<file path="src/rtl/afp_acc16_pkg.sv">
// Shared definitions for the binary16-alt accumulator: field widths,
// FSM state encoding, saturation value and a small zero-test helper.
package afp_acc16_pkg;

    localparam int DATA_W   = 16;
    localparam int COUNT_W  = 8;
    localparam int EXP_W    = 8;
    localparam int FRAC_W   = 7;
    localparam int SIG_W    = FRAC_W + 1;   // significand including hidden one
    localparam int EXP_BIAS = 127;

    // Largest finite magnitude; the sign bit is supplied by the result.
    localparam logic [DATA_W-1:0] SAT_VAL = 16'h7F7F;

    typedef enum logic [2:0] {
        FSM_IDLE  = 3'd0,
        FSM_ALIGN = 3'd1,
        FSM_ADD   = 3'd2,
        FSM_NORM  = 3'd3,
        FSM_OUT   = 3'd4
    } fsm_state_e;

    // Plain vector constants so the state register stays a simple logic vector.
    localparam logic [2:0] ST_IDLE  = FSM_IDLE;
    localparam logic [2:0] ST_ALIGN = FSM_ALIGN;
    localparam logic [2:0] ST_ADD   = FSM_ADD;
    localparam logic [2:0] ST_NORM  = FSM_NORM;
    localparam logic [2:0] ST_OUT   = FSM_OUT;

    // An exponent field of zero means the value is zero, whatever the fraction.
    function automatic logic is_zero(input logic [DATA_W-1:0] v);
        return v[DATA_W-2 -: EXP_W] == '0;
    endfunction

endpackage

</file>
<file path="src/rtl/afp_acc16_if.sv">
// Term input stream and sum output stream of the accumulator.
interface afp_acc16_if import afp_acc16_pkg::*; ();

    logic               in_valid;
    logic               in_ready;
    logic [DATA_W-1:0]  in_data;
    logic               in_last;
    logic               out_valid;
    logic               out_ready;
    logic [DATA_W-1:0]  out_data;
    logic [COUNT_W-1:0] out_count;
    logic               out_ovf;

    modport master (
        output in_valid, in_data, in_last, out_ready,
        input  in_ready, out_valid, out_data, out_count, out_ovf
    );

    modport slave (
        input  in_valid, in_data, in_last, out_ready,
        output in_ready, out_valid, out_data, out_count, out_ovf
    );

endinterface

</file>
<file path="src/rtl/afp_lzc.sv">
// Leading-zero counter for the adder result; an all-zero input returns W.
module afp_lzc #(
    parameter int W  = 12,
    parameter int CW = $clog2(W + 1)
) (
    input  logic [W-1:0]  value,
    output logic [CW-1:0] count
);

    // seen[i] is set when any bit at or above position i is one
    logic [W-1:0] seen;

    assign seen[W-1] = value[W-1];

    genvar gi;
    generate
        for (gi = W - 2; gi >= 0; gi--) begin : g_seen
            assign seen[gi] = seen[gi+1] | value[gi];
        end
    endgenerate

    // Every position not yet covered by a one counts as a leading zero
    always_comb begin
        count = '0;
        for (int i = 0; i < W; i++) begin
            if (!seen[i]) begin
                count = count + CW'(1);
            end
        end
    end

endmodule

</file>
<file path="src/rtl/afp_acc16.sv">
// Sequential binary16-alt accumulator: one term per four cycles through
// ALIGN / ADD / NORM, sum presented in OUT after the term marked last.
module afp_acc16 import afp_acc16_pkg::*; #(
    parameter int GUARD = 3
) (
    input  logic           clk,
    input  logic           rst,
    afp_acc16_if.slave     bus
);

    localparam int         SW        = SIG_W + GUARD;     // aligned significand width
    localparam int         LZ_W      = $clog2(SW + 2);
    localparam logic [7:0] SHIFT_MAX = 8'(SW);

    logic [2:0]         state_reg;
    logic [DATA_W-1:0]  term_reg;
    logic               last_reg;
    logic [DATA_W-1:0]  acc_reg;
    logic [COUNT_W-1:0] count_reg;
    logic               ovf_reg;

    // ALIGN results
    logic [SW-1:0]      a_sig_reg;
    logic [SW-1:0]      b_sig_reg;
    logic               a_sign_reg;
    logic               b_sign_reg;
    logic [EXP_W-1:0]   exp_reg;
    logic               byp_reg;
    logic [DATA_W-1:0]  byp_val_reg;

    // ADD results
    logic [SW:0]        sum_reg;
    logic               sum_sign_reg;

    // Combinational stage values
    logic [EXP_W-1:0]   acc_exp, term_exp, big_exp, exp_diff;
    logic [SW-1:0]      acc_sig, term_sig, big_sig, small_sig, small_al;
    logic               big_sign, small_sign;
    logic               byp_next;
    logic [DATA_W-1:0]  byp_val_next;
    logic [SW:0]        sum_next;
    logic               sum_sign_next;
    logic [LZ_W-1:0]    lz_count;
    logic [9:0]         shift_amt;
    logic [SW:0]        norm_shift;
    logic signed [9:0]  norm_exp;
    logic [FRAC_W-1:0]  norm_frac;
    logic [DATA_W-1:0]  norm_val;
    logic               norm_sat;
    logic               unused_norm;

    assign acc_exp  = acc_reg[DATA_W-2 -: EXP_W];
    assign term_exp = term_reg[DATA_W-2 -: EXP_W];
    assign acc_sig  = SW'({1'b1, acc_reg[FRAC_W-1:0]}) << GUARD;
    assign term_sig = SW'({1'b1, term_reg[FRAC_W-1:0]}) << GUARD;

    // Align the operand with the smaller exponent; a zero operand bypasses the math
    always_comb begin
        if (acc_exp >= term_exp) begin
            big_sig    = acc_sig;
            big_sign   = acc_reg[DATA_W-1];
            big_exp    = acc_exp;
            small_sig  = term_sig;
            small_sign = term_reg[DATA_W-1];
            exp_diff   = acc_exp - term_exp;
        end else begin
            big_sig    = term_sig;
            big_sign   = term_reg[DATA_W-1];
            big_exp    = term_exp;
            small_sig  = acc_sig;
            small_sign = acc_reg[DATA_W-1];
            exp_diff   = term_exp - acc_exp;
        end
        small_al = (exp_diff > SHIFT_MAX) ? '0 : (small_sig >> exp_diff);

        byp_next     = 1'b0;
        byp_val_next = acc_reg;
        if (is_zero(term_reg)) begin
            byp_next = 1'b1;
        end else if (is_zero(acc_reg)) begin
            byp_next     = 1'b1;
            byp_val_next = term_reg;
        end
    end

    // Signed-magnitude add; the larger magnitude decides the sign, exact cancel is +0
    always_comb begin
        sum_sign_next = a_sign_reg;
        if (a_sign_reg == b_sign_reg) begin
            sum_next = {1'b0, a_sig_reg} + {1'b0, b_sig_reg};
        end else if (a_sig_reg >= b_sig_reg) begin
            sum_next = {1'b0, a_sig_reg} - {1'b0, b_sig_reg};
        end else begin
            sum_next      = {1'b0, b_sig_reg} - {1'b0, a_sig_reg};
            sum_sign_next = b_sign_reg;
        end
        if (sum_next == '0) begin
            sum_sign_next = 1'b0;
        end
    end

    afp_lzc #(
        .W  (SW + 1),
        .CW (LZ_W)
    ) u_lzc (
        .value (sum_reg),
        .count (lz_count)
    );

    // Normalize, truncate to 7 fraction bits, then saturate or flush the exponent
    always_comb begin
        shift_amt  = 10'(lz_count) - 10'd1;
        norm_shift = sum_reg << shift_amt;
        norm_val   = '0;
        norm_sat   = 1'b0;
        if (sum_reg[SW]) begin
            norm_exp  = $signed({2'b00, exp_reg}) + 10'sd1;
            norm_frac = sum_reg[SW-1 -: FRAC_W];
        end else begin
            norm_exp  = $signed({2'b00, exp_reg}) - $signed(shift_amt);
            norm_frac = norm_shift[SW-2 -: FRAC_W];
        end

        if (byp_reg) begin
            norm_val = byp_val_reg;
        end else if (sum_reg == '0) begin
            norm_val = '0;
        end else if (norm_exp >= 10'sd255) begin
            norm_val = {sum_sign_reg, SAT_VAL[DATA_W-2:0]};
            norm_sat = 1'b1;
        end else if (norm_exp <= 10'sd0) begin
            norm_val = '0;
        end else begin
            norm_val = {sum_sign_reg, norm_exp[EXP_W-1:0], norm_frac};
        end
    end

    // Only the fraction window of the shifted sum is meaningful
    assign unused_norm = ^norm_shift;

    // Datapath pipeline registers, loaded in the stage that produces them
    always_ff @(posedge clk or posedge rst) begin
        if (rst) begin
            a_sig_reg    <= '0;
            b_sig_reg    <= '0;
            a_sign_reg   <= 1'b0;
            b_sign_reg   <= 1'b0;
            exp_reg      <= '0;
            byp_reg      <= 1'b0;
            byp_val_reg  <= '0;
            sum_reg      <= '0;
            sum_sign_reg <= 1'b0;
        end else begin
            if (state_reg == ST_ALIGN) begin
                a_sig_reg   <= big_sig;
                b_sig_reg   <= small_al;
                a_sign_reg  <= big_sign;
                b_sign_reg  <= small_sign;
                exp_reg     <= big_exp;
                byp_reg     <= byp_next;
                byp_val_reg <= byp_val_next;
            end
            if (state_reg == ST_ADD) begin
                sum_reg      <= sum_next;
                sum_sign_reg <= sum_sign_next;
            end
        end
    end

    // Control FSM with term latch, running sum, term count and sticky overflow
    always_ff @(posedge clk or posedge rst) begin
        if (rst) begin
            state_reg <= ST_IDLE;
            term_reg  <= '0;
            last_reg  <= 1'b0;
            acc_reg   <= '0;
            count_reg <= '0;
            ovf_reg   <= 1'b0;
        end else begin
            case (state_reg)
                ST_IDLE: begin
                    if (bus.in_valid) begin
                        term_reg  <= bus.in_data;
                        last_reg  <= bus.in_last;
                        if (count_reg != '1) begin
                            count_reg <= count_reg + 8'd1;
                        end
                        state_reg <= ST_ALIGN;
                    end
                end
                ST_ALIGN: state_reg <= ST_ADD;
                ST_ADD:   state_reg <= ST_NORM;
                ST_NORM: begin
                    acc_reg   <= norm_val;
                    ovf_reg   <= ovf_reg | norm_sat;
                    state_reg <= last_reg ? ST_OUT : ST_IDLE;
                end
                ST_OUT: begin
                    if (bus.out_ready) begin
                        acc_reg   <= '0;
                        count_reg <= '0;
                        ovf_reg   <= 1'b0;
                        state_reg <= ST_IDLE;
                    end
                end
                default: state_reg <= ST_IDLE;
            endcase
        end
    end

    assign bus.in_ready  = (state_reg == ST_IDLE);
    assign bus.out_valid = (state_reg == ST_OUT);
    assign bus.out_data  = acc_reg;
    assign bus.out_count = count_reg;
    assign bus.out_ovf   = ovf_reg;

endmodule

</file>
<file path="src/flat_wrapper.sv">
// flat-port wrapper written by rule: the top's interface ports become plain ports
module afp_acc16_flat import afp_acc16_pkg::*;
#(
    parameter int GUARD = 3
)
  (clk, rst, bus_in_valid, bus_in_data, bus_in_last, bus_out_ready, bus_in_ready, bus_out_valid, bus_out_data, bus_out_count, bus_out_ovf);
  afp_acc16_if bus_i ();
  input  logic clk;
  input  logic rst;
  input wire logic [$bits(bus_i.in_valid)-1:0] bus_in_valid;
  input wire logic [$bits(bus_i.in_data)-1:0] bus_in_data;
  input wire logic [$bits(bus_i.in_last)-1:0] bus_in_last;
  input wire logic [$bits(bus_i.out_ready)-1:0] bus_out_ready;
  output wire logic [$bits(bus_i.in_ready)-1:0] bus_in_ready;
  output wire logic [$bits(bus_i.out_valid)-1:0] bus_out_valid;
  output wire logic [$bits(bus_i.out_data)-1:0] bus_out_data;
  output wire logic [$bits(bus_i.out_count)-1:0] bus_out_count;
  output wire logic [$bits(bus_i.out_ovf)-1:0] bus_out_ovf;
  assign bus_i.in_valid = bus_in_valid;
  assign bus_i.in_data = bus_in_data;
  assign bus_i.in_last = bus_in_last;
  assign bus_i.out_ready = bus_out_ready;
  assign bus_in_ready = bus_i.in_ready;
  assign bus_out_valid = bus_i.out_valid;
  assign bus_out_data = bus_i.out_data;
  assign bus_out_count = bus_i.out_count;
  assign bus_out_ovf = bus_i.out_ovf;
  afp_acc16 #(.GUARD(GUARD)) u_core (.clk(clk), .rst(rst), .bus(bus_i));
endmodule
</file>
<file path="config.mk">
export PLATFORM = sky130hd
export DESIGN_NAME = afp_acc16_flat
export DESIGN_NICKNAME = d
export VERILOG_FILES = /design/src/rtl/afp_acc16_pkg.sv /design/src/rtl/afp_acc16_if.sv /design/src/rtl/afp_lzc.sv /design/src/rtl/afp_acc16.sv /design/src/flat_wrapper.sv
export SDC_FILE = /design/constraint.sdc
export NUM_CORES = 1
export LEC_CHECK = 0
export ABC_CLOCK_PERIOD_IN_PS = 12150
export CORE_MARGIN = 2
export CORE_UTILIZATION = 40
export DETAILED_ROUTE_END_ITERATION = 8
export PLACE_DENSITY = 0.65
export SLEW_MARGIN = 5
export SYNTH_ARGS = -nofsm -noshare
export SYNTH_HDL_FRONTEND = slang
export SYNTH_HIERARCHICAL = 1
export SYNTH_SLANG_ARGS = --single-unit
</file>
<file path="constraint.sdc">
create_clock -name clk -period 12.15 [get_ports clk]
set_input_delay 3.645 -clock clk [delete_from_list [all_inputs] [get_ports clk]]
set_output_delay 3.645 -clock clk [all_outputs]
set_load 0.005 [all_outputs]
</file>
==> flow_summary.toml, run 1 <==
[critical_path]
worst_path_max_delay_cell = "nor3b_1"
reg2regPathDepth = 36
cp.arrival_ns = 10.88
crit_path_start_kind = "flip-flop"
r2r_slack_ns = 1.49
endpoint = "u_core/bus.out_data[7]$_DFFE_PP0P_"
path_class = "flip-flop to flip-flop"
crit_path_max_incr_delay_ns = 0.97
worst-path-max-fanout = 14
cp-startpoint = "u_core/sum_reg[8]$_DFFE_PP0N_"
critPathRequiredTime_ns = 12.38
r2r-start = "u_core/sum_reg[8]$_DFFE_PP0N_"
r2r-end = "u_core/bus.out_data[7]$_DFFE_PP0P_"
cpMostUsedCell = "ha_1"
cp-end-kind = "flip-flop"

[synthesis]
ys_top_cells_by_area = "dfrtp_1 (29%), ha_1 (8.4%), mux2i_1 (4.8%)"
ys_seq_area_share_pct = 29.2
synth-seq-cells = 104
yosys.area.top_type = "dfrtp_1"
synth-edff-count = 0
synthFlopType = "dfrtp_1"
yosysTopAreaCellShare_pct = 29.2
avgSynthCellArea_um2 = 8.47
synthArstFlopShare_pct = 100
synth_area_um2 = 8910
ys.warnings.count = 6
synth.net_count = 1138
syn_inst = 1052
ys_types = 88

[power]
power_uw = 3150
power.density_nw_per_um2 = 320
power.leakage_uw = 0.00428
vdd_ir_drop_max_mv = 0.238

[clock_tree]
post_cts_buffers = 0
clk_latency_ns = 0.34
htreeDepth = 3
cts_buffer_depth = 2
root_buffer = "clkbuf_16"
path_clk_slew_ns = 0.07
cts.sinks = 104
cts_made_buffers = 9
cts_tree = "built"
hold_buffers = 0
cts_resized = 0

[timing]
tns_ns = 0
hold_violations = 0
rsz0062_at_grt = "false"
timing.fmax_mhz = 93.8
worst_pin_slew_ns = 1.22
finalCritPeriodShare_pct = 87.7
min_period_ns = 10.66
holdWs_ns = 0.480
finalMaxSlewViolations = 0
skew_ns = 0.00867
setup_viol = 0
max-slew-margin-rel_pct = 17.9

[finish]
antenna_cells = 0
syn_to_final_growth_pct = 10.3
drive_above_1_share_pct = 6.19
nNetsFinal = 1149
final_util_pct = 45.1
fin_area_um2 = 9840

[die]
initial_utilization_pct = 40.8
fp-row-count = 54
die_w_um = 153
io_pins = 48
core_um2 = 21800
dieArea_um2 = 23500
die_y_um = 153

[placed_design]
hpwlAfterDp_um = 16700
place.gp.congestion = 0.873
dpl_cell_area_um2 = 9570
portBuffers = 47

[global_routing]
grt_pass1_vias = 7097
antenna_found_initial = 0
grt_usage_pct = 18.6
grt_start_max_net_pins = 81
grt_first_pass_wirelength_um = 36600
grt_overflow = 0

[min_path]
worstHoldPathType = "flip-flop to flip-flop"

[detailed_routing]
firstDrtPassIters = 5
vias = 7740
totalWireLength_um = 22300
drcViolationCount = 0
avgRoutedWirePerCell_um = 16.6
vias_per_cell = 5.75
drt_iter0_drc = 440
drtAntennaViolNets = 0

[run_status]
outcome = "finished, final reports clean"

[flow_run]
maxCapViolations = 0
per-stage QoR:
| stage | std cells | setup WS (ns) |
|---|---|---|
| after floorplan | 1052 | 2.93 |
| after global placement | 1332 | 2.00 |
| after detailed placement | 1332 | 1.66 |
| after CTS | 1347 | 1.61 |
| after global routing | 1347 | 0.656 |
| final | 1347 | 1.49 |
routing by layer:
| layer | track usage (%) | vias up | wire (µm) |
|---|---|---|---|
| met1 | 28.5 | 3687 | 11600 |
| met3 | 1.90 | 27 | 707 |
| met2 | 27.7 | 159 | 9610 |
| met5 | 0 | - | 0 |
| li1 | - | 3867 | - |
| met4 | 5.47 | 0 | 421 |
cells in the mapped netlist, types with 4 or more instances:
cell type,count
dfrtp_1,104
nand2_1,98
o21ai_0,80
nor2_1,76
inv_1,66
ha_1,60
a21oi_1,59
mux2i_1,43
clkbuf_1,39
nand3_1,30
nor3_1,28
nor2b_1,25
xnor2_1,23
a31oi_1,15
mux2_2,15
a22oi_1,14
a211oi_1,13
or3_1,13
a21o_1,12
nand4_1,12
xor2_1,12
and3_1,11
buf_2,10
nor3b_1,10
nor4_1,10
o21ai_1,10
a22o_1,9
and2_1,9
nand2b_1,9
a221oi_1,8
mux4_2,6
o21a_1,6
a221o_1,5
fa_1,5
o211ai_1,5
o21bai_1,5
o31ai_1,5
a211o_1,4
a311oi_1,4
nand3b_1,4
o22ai_1,4
or2_2,4
report_power, final:
part | switching, µW | internal (µW) | total [µW]
sequential | 218 | 481 | 699
clock | 131 | 139 | 270
combinational | 1270 | 907 | 2180
total | 1620 | 1530 | 3150
worst max-delay path, delay by kind of cell, from the launching register on:
kind	cells	cell delay (ns)
AOI/OAI and AO/OA	5	1.51
xor gates and xnor gates	2	0.59
adders and majority gates	8	2.46
buffers and inverters	2	0.44
DFF	1	0.57
muxes	1	0.21
and+or+nand+nor	18	4.76
kinds of logic after synthesis:
logic type               count (synthesis)  share of synthesized area (%)
multiplexers                            66                           8.83
AO/OA/AOI/OAI                          295                           22.2
XOR/XNOR                                36                           3.69
adder cells (fa/ha/maj)                 65                           9.54
flip-flops                             104                           29.2
AND/OR/NAND/NOR                        364                           21.0
buffers and inverters                  122                           5.49
cell type report:
class,count,area (µm²)
Fill cell,2169,12000
Multi-Input combinational cell,826,5830
Sequential cell,104,2600
Timing Repair Buffer,55,531
Tap cell,280,350
Inverter,67,254
Clock buffer,9,225
Clock inverter,6,43.8
placed cells by master, fill, tap and decap left out, types with 10 or more instances in the layout:
cell	instances
nor2b_1	25
xor2_1	12
ha_1	60
inv_1	65
nand2_1	98
a211oi_1	13
nor3b_1	10
a21oi_1	59
dfrtp_1	104
nand4_1	12
nor2_1	76
o21ai_0	80
a22oi_1	14
nand3_1	30
xnor2_1	23
mux2i_1	43
nor4_1	10
nor3_1	28
a21o_1	12
clkdlybuf4s50_1	47
and3_1	11
o21ai_1	10
or3_1	13
a31oi_1	15
mux2_2	15
how the worst min path moves through the flow:
stage | from | end | cells past startpoint
after floorplan | u_core/last_reg$_DFFE_PP0P_ | u_core/state_reg[2]$_DFFE_PP0P_ | 2
after global placement | u_core/byp_val_reg[10]$_DFFE_PP0P_ | u_core/byp_val_reg[10]$_DFFE_PP0P_ | 2
after detailed placement | u_core/byp_val_reg[7]$_DFFE_PP0P_ | u_core/byp_val_reg[7]$_DFFE_PP0P_ | 2
after CTS | u_core/byp_val_reg[7]$_DFFE_PP0P_ | u_core/byp_val_reg[7]$_DFFE_PP0P_ | 2
after global routing | u_core/byp_val_reg[10]$_DFFE_PP0P_ | u_core/byp_val_reg[10]$_DFFE_PP0P_ | 2
final | u_core/byp_val_reg[1]$_DFFE_PP0P_ | u_core/byp_val_reg[1]$_DFFE_PP0P_ | 2
(Power assumes the default switching activity.)
==> run 2, diff against run 1 <==
- GPL_TIMING_DRIVEN: unset -> 0
- SKIP_LAST_GASP: unset -> 1
==> run 2 against run 1 <==
Net effect: clock skew shrank 0.0023 ns; critical path depth grew 2; die area is the same; worst setup slack lost 0.011 ns; fmax shrank 0.10%; highest routed layer unchanged.
==> flow_summary.toml, run 2 (synthesis results as in run 1) <==
[timing]
skew_ns = 0.00639
timing.fmax_mhz = 93.7
max-slew-margin-rel_pct = 22.7
min_period_ns = 10.67
rsz0062_at_grt = "false"
setup_viol = 0
worst_pin_slew_ns = 1.16
finalMaxSlewViolations = 0
finalCritPeriodShare_pct = 87.8
hold_violations = 0
tns_ns = 0

[clock_tree]
cts_made_buffers = 9
cts.sinks = 104
clk_latency_ns = 0.36
htreeDepth = 3
root_buffer = "clkbuf_16"
cts_resized = 0
hold_buffers = 0
cts_buffer_depth = 2
post_cts_buffers = 0
path_clk_slew_ns = 0.06
cts_tree = "built"

[detailed_routing]
drt_iter0_drc = 497
drtAntennaViolNets = 0
firstDrtPassIters = 5
vias_per_cell = 5.77
totalWireLength_um = 24000
drcViolationCount = 0
vias = 8047
avgRoutedWirePerCell_um = 17.2

[finish]
instances_no_fill = 1394
drive_above_1_share_pct = 6.28
final_common_cell = "dfrtp_1"
nNetsFinal = 1197
final_util_pct = 46.1
seq_area_um2 = 2600
fin_area_um2 = 10100
num-fill-cells = 2166
antenna_cells = 0
syn_to_final_growth_pct = 12.8
mostFrequentLayoutCells = "dfrtp_1 (104), nand2_1 (98), o21ai_0 (80)"
multi_input_area_um2 = 5820

[critical_path]
worst-path-max-fanout = 10
crit_path_start_kind = "flip-flop"
crit_path_max_incr_delay_ns = 0.97
cp.arrival_ns = 10.90
critPathRequiredTime_ns = 12.38
worst_path_max_delay_cell = "nor3b_1"
cp-end-kind = "flip-flop"
path_class = "flip-flop to flip-flop"
cpMostUsedCell = "ha_1"

[die]
die_y_um = 153
core_um2 = 21800
initial_utilization_pct = 40.8
die_w_um = 153
io_pins = 48
dieArea_um2 = 23500
fp-row-count = 54

[placed_design]
hpwlAfterDp_um = 18500
dp_cells = 1380
place.gp.congestion = 0.918
dpl_cell_area_um2 = 9770
portBuffers = 47

[global_routing]
antenna_found_initial = 0
grt_pass1_vias = 7688
grt_usage_pct = 20.4
grt_start_max_net_pins = 69
grt_overflow = 0
grt_first_pass_wirelength_um = 39600

[run_status]
outcome = "finished, final reports clean"

[min_path]
worstHoldPathType = "flip-flop to flip-flop"

[flow_run]
maxCapViolations = 0
-- run 2: cell types whose count changed in the layout (fill, tap and decap cells not counted), moves of 2 or more --
cell	delta
buf_1	+3
buf_4	-7
buf_6	+2
clkbuf_1	+40
buf_2	+10
inv_6	-2
-- run 2: final timing paths --
check | from | endpoint | slack, ns | depth (start not counted)
max | u_core/sum_reg[8]$_DFFE_PP0N_ | u_core/bus.out_data[6]$_DFFE_PP0P_ | 1.48 | 38
min | u_core/byp_val_reg[6]$_DFFE_PP0P_ | u_core/byp_val_reg[6]$_DFFE_PP0P_ | 0.48 | 2
max reg2reg | u_core/sum_reg[8]$_DFFE_PP0N_ | u_core/bus.out_data[6]$_DFFE_PP0P_ | 1.48 | 38
min reg2reg | u_core/byp_val_reg[6]$_DFFE_PP0P_ | u_core/byp_val_reg[6]$_DFFE_PP0P_ | 0.48 | 2
max in group asynchronous | rst | u_core/bus.out_data[9]$_DFFE_PP0P_ | 7.79 | 3
min in group asynchronous | rst | u_core/a_sig_reg[10]$_DFFE_PP0P_ | 3.67 | 2
-- run 2: metal layers --
layer | global-route usage, % | part of all wire [%] | vias up
li1 | - | - | 3978
met1 | 29.6 | 48 | 3858
met2 | 32.4 | 46 | 187
met3 | 2.07 | 4.1 | 24
met4 | 5.64 | 1.7 | 0
met5 | 0 | 0 | -
-- run 2: worst max-delay path: cells and delay by family, from the launching register on --
| kind | cells | cell delay, ns |
|---|---|---|
| AOI/OAI and AO/OA | 5 | 1.55 |
| buffers and inverters | 4 | 0.89 |
| muxes | 1 | 0.20 |
| and+or+nand+nor | 17 | 4.23 |
| DFF | 1 | 0.46 |
| xor gates and xnor gates | 3 | 0.76 |
| adders and majority gates | 8 | 2.45 |
-- run 2: cell type report --
class	count	share of cell area, %
timing repair buffer	48	4.95
tap	280	3.49
clock buffer	11	2.41
clock inverter	3	0.436
buffer	55	2.36
inverter	67	2.53
sequential	104	25.9
multi-input combinational	826	57.9
-- run 2: metrics by stage --
| step | hold slack [ns] | worst slack, ns |
|---|---|---|
| floorplan | 0.446 | 2.93 |
| global placement | 0.465 | 1.62 |
| detailed placement | 0.471 | 1.51 |
| CTS | 0.486 | 1.47 |
| global route | 0.502 | 0.545 |
| finish | 0.484 | 1.48 |
Power of run 2 is not shown: default switching activity piles up to over one toggle a cycle in this logic, so the estimate is an artifact.
